<file path="src/rtl/motor_pkg.sv">
`default_nettype none
// +--------------------------------------------------------------------------+
// | motor_pkg: shared types, direction constants and helpers  | rev 1.0      |
// +--------------------------------------------------------------------------+
package motor_pkg;

  typedef enum logic [1:0] {
    S_STOP    = 2'd0,
    S_RAMP    = 2'd1,
    S_HOLD    = 2'd2,
    S_REVERSE = 2'd3
  } state_e;

  localparam logic DIR_FWD = 1'b0;
  localparam logic DIR_REV = 1'b1;

  function automatic int level_width(input int levels);
    return (levels > 1) ? $clog2(levels) : 1;
  endfunction

  function automatic logic [3:0] bcd_tens(input logic [7:0] v);
    return 4'(v / 8'd10);
  endfunction

  function automatic logic [3:0] bcd_ones(input logic [7:0] v);
    return 4'(v % 8'd10);
  endfunction

endpackage
`default_nettype wire

</file>
<file path="src/rtl/button_debounce.sv">
`default_nettype none
// +--------------------------------------------------------------------------+
// | button_debounce: 2-flop sync, tick-sampled debounce, press pulse | rev 1.0 |
// +--------------------------------------------------------------------------+
module button_debounce #(
  parameter int DEB_TICKS = 10
) (
  input  logic clk_i,
  input  logic rst_ni,
  input  logic tick_i,
  input  logic btn_i,
  output logic press_o
);

  localparam int CW = $clog2(DEB_TICKS + 1);

  logic [1:0]    sync_q;
  logic          level_q, level_d;
  logic [CW-1:0] cnt_q, cnt_d;
  logic          press_q, press_d;

  // Any tick sample that agrees with the accepted level restarts the run.
  always_comb begin
    level_d = level_q;
    cnt_d   = cnt_q;
    press_d = 1'b0;
    if (tick_i) begin
      if (sync_q[1] == level_q) begin
        cnt_d = '0;
      end else if (cnt_q == CW'(DEB_TICKS - 1)) begin
        level_d = sync_q[1];
        cnt_d   = '0;
        press_d = sync_q[1];
      end else begin
        cnt_d = cnt_q + CW'(1);
      end
    end
  end

  always_ff @(posedge clk_i or negedge rst_ni) begin
    if (!rst_ni) begin
      sync_q  <= 2'b00;
      level_q <= 1'b0;
      cnt_q   <= '0;
      press_q <= 1'b0;
    end else begin
      sync_q  <= {sync_q[0], btn_i};
      level_q <= level_d;
      cnt_q   <= cnt_d;
      press_q <= press_d;
    end
  end

  assign press_o = press_q;

endmodule
`default_nettype wire

</file>
<file path="src/rtl/motor_speed_ctrl.sv">
`default_nettype none
// +--------------------------------------------------------------------------+
// | motor_speed_ctrl: buttons -> target, ramped level, PWM, H-bridge | rev 1.0 |
// +--------------------------------------------------------------------------+
module motor_speed_ctrl
  import motor_pkg::*;
#(
  parameter int  LEVELS     = 11,
  parameter int  PWM_PERIOD = 500,
  parameter int  TICK_DIV   = 50000,
  parameter int  DEB_TICKS  = 10,
  parameter int  RAMP_TICKS = 100,
  localparam int LW         = level_width(LEVELS)
) (
  input  logic          i_clk,
  input  logic          i_reset,
  input  logic          i_up,
  input  logic          i_down,
  input  logic          i_rev,
  output logic          o_pwm,
  output logic          o_in1,
  output logic          o_in2,
  output logic [LW-1:0] o_level,
  output logic [3:0]    o_tens,
  output logic [3:0]    o_ones,
  output logic          o_busy
);

  localparam int STEP = PWM_PERIOD / (LEVELS - 1);
  localparam int TW   = $clog2(TICK_DIV + 1);
  localparam int RW   = $clog2(RAMP_TICKS + 1);
  localparam int PW   = $clog2(PWM_PERIOD + 1);

  logic [1:0] rst_sync_q;
  logic       rst_n;

  // Assertion is immediate; release is delayed two clocks to avoid recovery hazards.
  always_ff @(posedge i_clk or negedge i_reset) begin
    if (!i_reset) rst_sync_q <= 2'b00;
    else          rst_sync_q <= {rst_sync_q[0], 1'b1};
  end
  assign rst_n = rst_sync_q[1];

  logic [TW-1:0] tick_cnt_q;
  logic [RW-1:0] ramp_cnt_q;
  logic [PW-1:0] pwm_cnt_q, duty_q;
  logic [LW-1:0] target_q, target_d;
  logic [LW-1:0] applied_q, applied_d;
  logic          req_dir_q, dir_q, dir_d;
  logic [3:0]    tens_q, ones_q;
  state_e        state_q, state_d;

  logic tick, ramp_wrap, strobe, pwm_wrap;
  logic up_p, down_p, rev_p;

  assign tick      = (tick_cnt_q == TW'(TICK_DIV - 1));
  assign ramp_wrap = (ramp_cnt_q == RW'(RAMP_TICKS - 1));
  assign strobe    = tick & ramp_wrap;
  assign pwm_wrap  = (pwm_cnt_q == PW'(PWM_PERIOD - 1));

  button_debounce #(.DEB_TICKS(DEB_TICKS)) u_up (
    .clk_i(i_clk), .rst_ni(rst_n), .tick_i(tick), .btn_i(i_up), .press_o(up_p)
  );
  button_debounce #(.DEB_TICKS(DEB_TICKS)) u_down (
    .clk_i(i_clk), .rst_ni(rst_n), .tick_i(tick), .btn_i(i_down), .press_o(down_p)
  );
  button_debounce #(.DEB_TICKS(DEB_TICKS)) u_rev (
    .clk_i(i_clk), .rst_ni(rst_n), .tick_i(tick), .btn_i(i_rev), .press_o(rev_p)
  );

  always_comb begin
    target_d = target_q;
    if (up_p && !down_p && target_q != LW'(LEVELS - 1)) begin
      target_d = target_q + LW'(1);
    end else if (down_p && !up_p && target_q != '0) begin
      target_d = target_q - LW'(1);
    end
  end

  always_comb begin
    state_d   = state_q;
    applied_d = applied_q;
    dir_d     = dir_q;
    if (strobe) begin
      unique case (state_q)
        S_STOP: begin
          applied_d = '0;
          if (target_q != '0) begin
            dir_d   = req_dir_q;
            state_d = S_RAMP;
          end
        end
        S_RAMP: begin
          if (req_dir_q != dir_q) begin
            state_d = S_REVERSE;
          end else begin
            if (applied_q < target_q)      applied_d = applied_q + LW'(1);
            else if (applied_q > target_q) applied_d = applied_q - LW'(1);
            if (applied_d == target_q) state_d = (target_q == '0) ? S_STOP : S_HOLD;
          end
        end
        S_HOLD: begin
          if (req_dir_q != dir_q)        state_d = S_REVERSE;
          else if (target_q != applied_q) state_d = S_RAMP;
        end
        S_REVERSE: begin
          // A second reverse press before zero cancels the reversal.
          if (req_dir_q == dir_q) begin
            state_d = S_RAMP;
          end else if (applied_q <= LW'(1)) begin
            applied_d = '0;
            dir_d     = req_dir_q;
            state_d   = S_STOP;
          end else begin
            applied_d = applied_q - LW'(1);
          end
        end
        default: state_d = S_STOP;
      endcase
    end
  end

  always_ff @(posedge i_clk or negedge rst_n) begin
    if (!rst_n) begin
      state_q   <= S_STOP;
      applied_q <= '0;
      dir_q     <= DIR_FWD;
    end else begin
      state_q   <= state_d;
      applied_q <= applied_d;
      dir_q     <= dir_d;
    end
  end

  always_ff @(posedge i_clk or negedge rst_n) begin
    if (!rst_n) begin
      tick_cnt_q <= '0;
      ramp_cnt_q <= '0;
      pwm_cnt_q  <= '0;
      duty_q     <= '0;
      target_q   <= '0;
      req_dir_q  <= DIR_FWD;
      tens_q     <= '0;
      ones_q     <= '0;
    end else begin
      tick_cnt_q <= tick ? '0 : tick_cnt_q + TW'(1);
      if (tick) ramp_cnt_q <= ramp_wrap ? '0 : ramp_cnt_q + RW'(1);
      pwm_cnt_q  <= pwm_wrap ? '0 : pwm_cnt_q + PW'(1);
      // New duty takes effect on the same edge the counter returns to 0.
      if (pwm_wrap) duty_q <= PW'(applied_q) * PW'(STEP);
      target_q   <= target_d;
      req_dir_q  <= req_dir_q ^ rev_p;
      tens_q     <= bcd_tens(8'(target_q));
      ones_q     <= bcd_ones(8'(target_q));
    end
  end

  assign o_pwm   = (pwm_cnt_q < duty_q);
  assign o_in1   = (applied_q != '0) && (dir_q == DIR_FWD);
  assign o_in2   = (applied_q != '0) && (dir_q == DIR_REV);
  assign o_level = applied_q;
  assign o_tens  = tens_q;
  assign o_ones  = ones_q;
  assign o_busy  = (state_q == S_RAMP) || (state_q == S_REVERSE);

endmodule
`default_nettype wire

</file>
<file path="config.mk">
export PLATFORM = sky130hd
export DESIGN_NAME = motor_speed_ctrl
export DESIGN_NICKNAME = d
export VERILOG_FILES = /design/src/rtl/motor_pkg.sv /design/src/rtl/button_debounce.sv /design/src/rtl/motor_speed_ctrl.sv
export SDC_FILE = /design/constraint.sdc
export NUM_CORES = 1
export LEC_CHECK = 0
export ABC_AREA = 1
export CAP_MARGIN = 20
export CELL_PAD_IN_SITES_DETAIL_PLACEMENT = 2
export CELL_PAD_IN_SITES_GLOBAL_PLACEMENT = 2
export CORE_ASPECT_RATIO = 1.25
export CORE_MARGIN = 2
export CORE_UTILIZATION = 30
export CTS_CLUSTER_DIAMETER = 100
export DETAILED_ROUTE_END_ITERATION = 7
export HOLD_SLACK_MARGIN = 0.08
export PLACE_DENSITY = 0.76
export SYNTH_ARGS = -nofsm -noshare
export SYNTH_HDL_FRONTEND = slang
export SYNTH_SLANG_ARGS = --single-unit
</file>
<file path="constraint.sdc">
create_clock -name i_clk -period 3.45 [get_ports i_clk]
set_input_delay 0.5175 -clock i_clk [delete_from_list [all_inputs] [get_ports i_clk]]
set_output_delay 0.5175 -clock i_clk [all_outputs]
set_load 0.1 [all_outputs]
</file>
== Word level (Yosys, flattened, before mapping) ==
Cells that the tools add are included.
Storage, ports and cells
  register bits after elaboration: 86
  latch bits: 0
  bits in writable memories: 0
  memory bits (read-only): 0
  output and inout bits: 16
  memories: 0
Cells by class
  add/subtract/negate cells: 10
  multipliers: 1
  div/mod/pow operators: 2
  order comparisons: 4
  equality and inequality tests: 24
  shift-type cells: 0
  mux-type cells: 42
  bitwise operators: 6
  reductions and logical operators: 22
Operators with widths (count)
  $mux W4: 16
  $add A4 B1 Y4 const B: 5
  $add A16 B1 Y16 const B: 1
  $eq A16 B16 Y1 const B: 1
  $mux W16: 1
  $mux W2: 8
  $eq A4 B4 Y1 const B: 3
  $mux W1: 12
  $pmux W4 S3: 1
  $reduce_and A5 Y1: 2
  $add A9 B1 Y9 const B: 1
  $eq A9 B9 Y1 const B: 1
  $lt A9 B9 Y1: 1
  $mux W9: 1
  $ne A3 B3 Y1 const B: 3
  $reduce_and A3 Y1: 3
  $div A4 B4 Y8 const B: 1
  $mod A4 B4 Y8 const B: 1
  $mul A4 B5 Y8 const B: 1
  $ne A2 B2 Y1 const B: 4
  $pmux W2 S4: 1
  $reduce_bool A4 Y1: 2
  $sub A4 B1 Y4 const B: 2
  $add A7 B1 Y7 const B: 1
  24 further kinds: 38

== Depth between registers and ports, before layout ==
  depth in word-level cells: 10
  gate-level depth with buffers: 18
  mapped depth without buffers: 18

== By module ==
A second synthesis with hierarchy kept.
Second synthesis, totals
  cell total of the unflattened synthesis: 587
  area, all modules: 4774.6 sq um
Modules (own cells, without submodules)
  motor_speed_ctrl: instances 1, cells each 443, area each 3622.2 sq um, seq. area each 1476.4 sq um
  button_debounce: instances 3, cells each 48, area each 384.1 sq um, seq. area each 200.2 sq um

== Worst setup path after synthesis ==
OpenSTA, ideal clock, no wires.
  path type: reg-to-output
  start point: reg applied_q[2], in the netlist o_level[2]
  end point: out o_in1
  arrival time: 3042 ps
  path slack: -110 ps
  stages on the path, launching flop included: 4
  buffers on the path: 0
  cell sequence: dfrtp_1 > inv_1 > ha_1 > a21oi_1
On the way
  word-level cells in the longest chain between the ends: 2
Ends and longest elaborated chain
  start, declared: RTL line motor_speed_ctrl.sv:48  | logic [LW-1:0] applied_q, applied_d;
  start signal, assigned: RTL line motor_speed_ctrl.sv:130  | applied_q <= applied_d;
  $reduce_bool A4 Y1: RTL line motor_speed_ctrl.sv:159  | assign o_in1 = (applied_q != '0) && (dir_q == DIR_FWD);
  $logic_and A1 B1 Y1: RTL line motor_speed_ctrl.sv:159
  end, declared: RTL line motor_speed_ctrl.sv:21  | output logic o_in1,
No other way between the ends.

== Worst setup path in the final report ==
  start point: reg applied_q[3], in the netlist o_level[3]
  end point: out o_level[3]
RTL lines
  end, declared: RTL line motor_speed_ctrl.sv:23  | output logic [LW-1:0] o_level,
No word-level cell between the ends.

==> metrics.md <==
| Metric | Value |
|---|---|
| Status | completed |
| Sum of routed wire length over all layers | 12160 um |
| Fin Hold WS | 0.1880 ns |
| Data arrival time of the worst path | 2.11 ns |
| Buffers from clock root to sink, at most | 2 |
| Sequential group share of total power | roughly half |
| Die outline width | 115.2 um |
| EDFF count, synth | 0 |
| Worst min-delay path class | reg -> async |
| Total Nets Final | 602 |
| Startpoint of the worst-slack reg-to-reg timing path | target_q[1]$_DFFE_PN0P_ |
| Critical path capture point type | primary output |
| Mapped Cells | 535 |
| Cell with the largest stage delay on the worst path | sky130_fd_sc_hd__clkdlybuf4s50_1 |
| Synthesized area per cell | between 8 and 9 um2 |
| Combinational share of power | approximately 2.2% |
| Skew-Pair Late Insertion Delay | 0.34 ns |
| Number of CTS-inserted buffers | 9 |
| Netlist area before placement | 0.004639 mm2 |
| Level count of the clock H-tree | 3 |
| Instance count on the critical path | 1 |
| Vias in the first global route | 4335 |
| Placed wire-length estimate after detailed placement | ~9300 um |
| Worst clock skew | 0.005813 ns |
| Cell Int Power | 1.471 mW |
| Count of cells resized by post-cts repair | 0 |
| Drt initial violations | 101 |
| Number of antenna violations at the first check in global routing | 0 |
| Tightest slew margin relative to the limit | 33.61% |
| Worst reg2reg path endpoint | target_q[3]$_DFFE_PN0P_ |
| Number of buffers inserted by post-CTS setup repair | 0 |
| Launch point of the critical path | o_level[3]$_DFFE_PN0P_ |
| Delay of the slowest cell on the worst path | ~1.2 ns |
| Placement Rows | 50 |
| Number of buffer and inverter stages on the critical path | 1 |
| Share of synthesized flip-flops with an asynchronous set or reset | between 90% and 100% |
| Total of warnings raised by yosys | 0 |
| Wire length of the first global-routing pass | 21040 um |
| Total via count in the routed design | 3752 |
| Worst r2r path cells | 8 |
| Cell area power density | 357.4 mW/mm2 |
| Clock transition time at the flip-flop clock pins of the worst setup and hold paths | 0.06 ns |
| Count of nets left with antenna violations after detail routing | 0 |
| Post-layout instance area | 0.005319 mm2 |
| Switching fraction of total power | 22.59% |
| Avg Vias per Cell | 4.860 |
| Most instantiated flip-flop cell in the synthesis netlist | sky130_fd_sc_hd__dfrtp_1 |
| CTS tree | built |
| I/O Buffers | 17 |
| Clock power frac | a little under half |
| Peak clock frequency supported by timing | 380.8 MHz |
| Antenna diodes | 0 |
| Number of register bits inferred by synthesis | 83 |
| Max-capacitance violation count | 0 |
| Kind of launch point of the worst setup path | flop |
| Setup repair after global routing missed its margin | false |
| Final critical delay including setup and external delays | 2.626 ns |
| Total global-route track usage | 16.39% |
| Detailed-route DRC error count | 0 |
| Net Sw Power | 0.4293 mW |
| Height of the chip | ~140 um |
| Routed WL per cell | between 15 and 20 um |
| Layout cells sized above 1 | under 10% |
| DIE AREA | around 0.016 mm2 |
| Placed cell areas | 0.005029 mm2 |
| Number of distinct library cells after synthesis | 43 |
| Critical path required time | 2.93 ns |
| Clock Sink Count | 83 |
| Cell chosen for the clock root | sky130_fd_sc_hd__clkbuf_16 |
| Boundary pin count | 21 |
| Highest fanout seen on the critical path | 8 |
| Sequential cell area fraction in the yosys report | 44.77% |
| Detailed-router iteration count before antenna repair | 4 |
| Worst Max-Slew Pin Slew | around 0.99 ns |
| Congestion Overflow GR | 0 |
| Setup-failing EPs final | 0 |
| Pin count of the biggest net entering global routing | slightly below 80 |
| Core Region | 0.01508 mm2 |
| Peak supply drop | 0.2516 mV |
| Count of hold buffers inserted by post-cts repair | 0 |
| Max-slew violation count | 0 |
| Routability Congestion | around 0.8 |
| Critical setup path kind | reg -> out |
| Filler cells | approximately 1.7k |
| Reg-to-reg setup timing slack | ~0.9 ns |
| Lkg Pwr | 2.445 nW |
| Area Overhead vs Synth | 14.64% |
| Final period utilization | 76.11% |
| Critical path, cell by cell | clkdlybuf4s50_1 |
| Final hold violations | 0 |
| Largest delay share family, worst path | buffers and inverters |
| Starting density of the core | 30.77% |
## placed cells by master (no fill, tap or decap), drive strengths merged
cell type / netlist / routed
nor3: 13 / 13
o22a: 1 / 1
mux2: 1 / 1
conb: 2 / 4
inv: 73 / 73
nand3: 38 / 38
and3: 1 / 1
o21a: 2 / 2
nor3b: 1 / 1
a211oi: 3 / 3
nand4: 13 / 13
clkinv: 2 / 5
xor2: 15 / 15
fa: 2 / 2
nand2: 102 / 102
mux2i: 1 / 1
o31ai: 3 / 3
a31oi: 2 / 2
clkdlybuf4s50: 0 / 12
dfrtp: 83 / 83
nand3b: 3 / 3
o21ai: 32 / 32
clkinvlp: 0 / 2
nor2: 49 / 49
xnor2: 9 / 9
clkbuf: 3 / 11
a21boi: 1 / 1
a21oi: 22 / 22
o211ai: 2 / 2
o22ai: 9 / 9
a22o: 1 / 1
ha: 36 / 36
nor4: 4 / 4
buf: 6 / 8
## sequential cells by signal, summed over array words and instances, names as in the netlist, 2 cells and up
signal and cells:
o_ones 4, tick_cnt_q 16, u_up.sync_q 2, u_down.cnt_q 4, ramp_cnt_q 7, pwm_cnt_q 9, u_down.sync_q 2, duty_q 8
u_rev.sync_q 2, o_level 4, u_up.cnt_q 4, state_q 2, rst_sync_q 2, target_q 4, u_rev.cnt_q 4
## cell usage after synthesis (12+ instances only)
| master | instances | area share, % |
|---|---|---|
| sky130_fd_sc_hd__nand3_1 | 36 | 3.9 |
| sky130_fd_sc_hd__xor2_1 | 15 | 2.8 |
| sky130_fd_sc_hd__nand4_1 | 13 | 1.8 |
| sky130_fd_sc_hd__nor2_1 | 41 | 3.3 |
| sky130_fd_sc_hd__inv_1 | 67 | 5.4 |
| sky130_fd_sc_hd__ha_1 | 36 | 9.7 |
| sky130_fd_sc_hd__nand2_1 | 99 | 8.0 |
| sky130_fd_sc_hd__a21oi_1 | 21 | 2.3 |
| sky130_fd_sc_hd__nor3_1 | 12 | 1.3 |
| sky130_fd_sc_hd__o21ai_0 | 31 | 3.3 |
| sky130_fd_sc_hd__dfrtp_1 | 83 | 45 |
## power groups by stage
| stage | sequential [mW] | clock (mW) | combinational [mW] |
|---|---|---|---|
| 4_1_cts | 0.999 | 0.921 | 0.0242 |
| 3_3_place_gp | 1.02 | 0 | 0.0238 |
| 5_1_grt | 0.984 | 0.964 | 0.0465 |
| 2_1_floorplan | 1.01 | 0 | 0.0195 |
| 6_report | 0.984 | 0.875 | 0.0416 |
| 3_5_place_dp | 1.02 | 0 | 0.0241 |
## through the flow
stage | util, % | total power [mW] | TNS, ns | cells | setup slack, ns
after floorplan | - | 1.030 | -0.2194 | 537 | -0.1097
after global placement | 33.35 | 1.041 | 0 | 755 | 1.079
after detailed placement | 33.35 | 1.041 | 0 | 755 | 0.9114
after CTS | 35.10 | 1.945 | 0 | 771 | 0.7886
after global routing | 35.28 | 1.994 | 0 | 772 | 0.6503
final | 35.28 | 1.901 | 0 | 772 | 0.8242
## worst max path at each step
stage,endpoint,slack (ns)
6_report,o_level[3],0.82
5_1_grt,target_q[3]$_DFFE_PN0P_,0.65
4_1_cts,o_level[2],0.79
3_5_place_dp,target_q[3]$_DFFE_PN0P_,0.91
3_3_place_gp,target_q[3]$_DFFE_PN0P_,1.08
2_1_floorplan,o_in1,-0.11
## layout make-up
type                            count  area (um2)  area share (%)
Clock inverter                      5       30.03          0.5646
Inverter                           75       281.5           5.293
Timing Repair Buffer               20       200.2           3.764
Tap cell                          208       260.3           4.893
Clock buffer                       11       232.7           4.375
Multi-Input combinational cell    370        2233           41.99
Sequential cell                    83        2081           39.12
## per-layer routing
layer | vias up | track usage [%] | wire length (um)
li1 | 1798 | - | -
met1 | 1918 | 17.12 | 4784
met2 | 26 | 32.32 | 7017
met3 | 10 | 3.353 | 221
met4 | 0 | 4.819 | 137
met5 | - | 0 | 0
## kinds of logic after synthesis
| logic type | synth area share, % |
|---|---|
| AND/OR/NAND/NOR | 22.71 |
| buffers and inverters | 7.255 |
| flip-flops | 44.77 |
| AO/OA/AOI/OAI | 9.547 |
| adder cells (fa/ha/maj) | 10.57 |
| XOR/XNOR | 4.531 |
| other | 0.1619 |
| multiplexers | 0.4585 |
(Power assumes the default switching activity.)
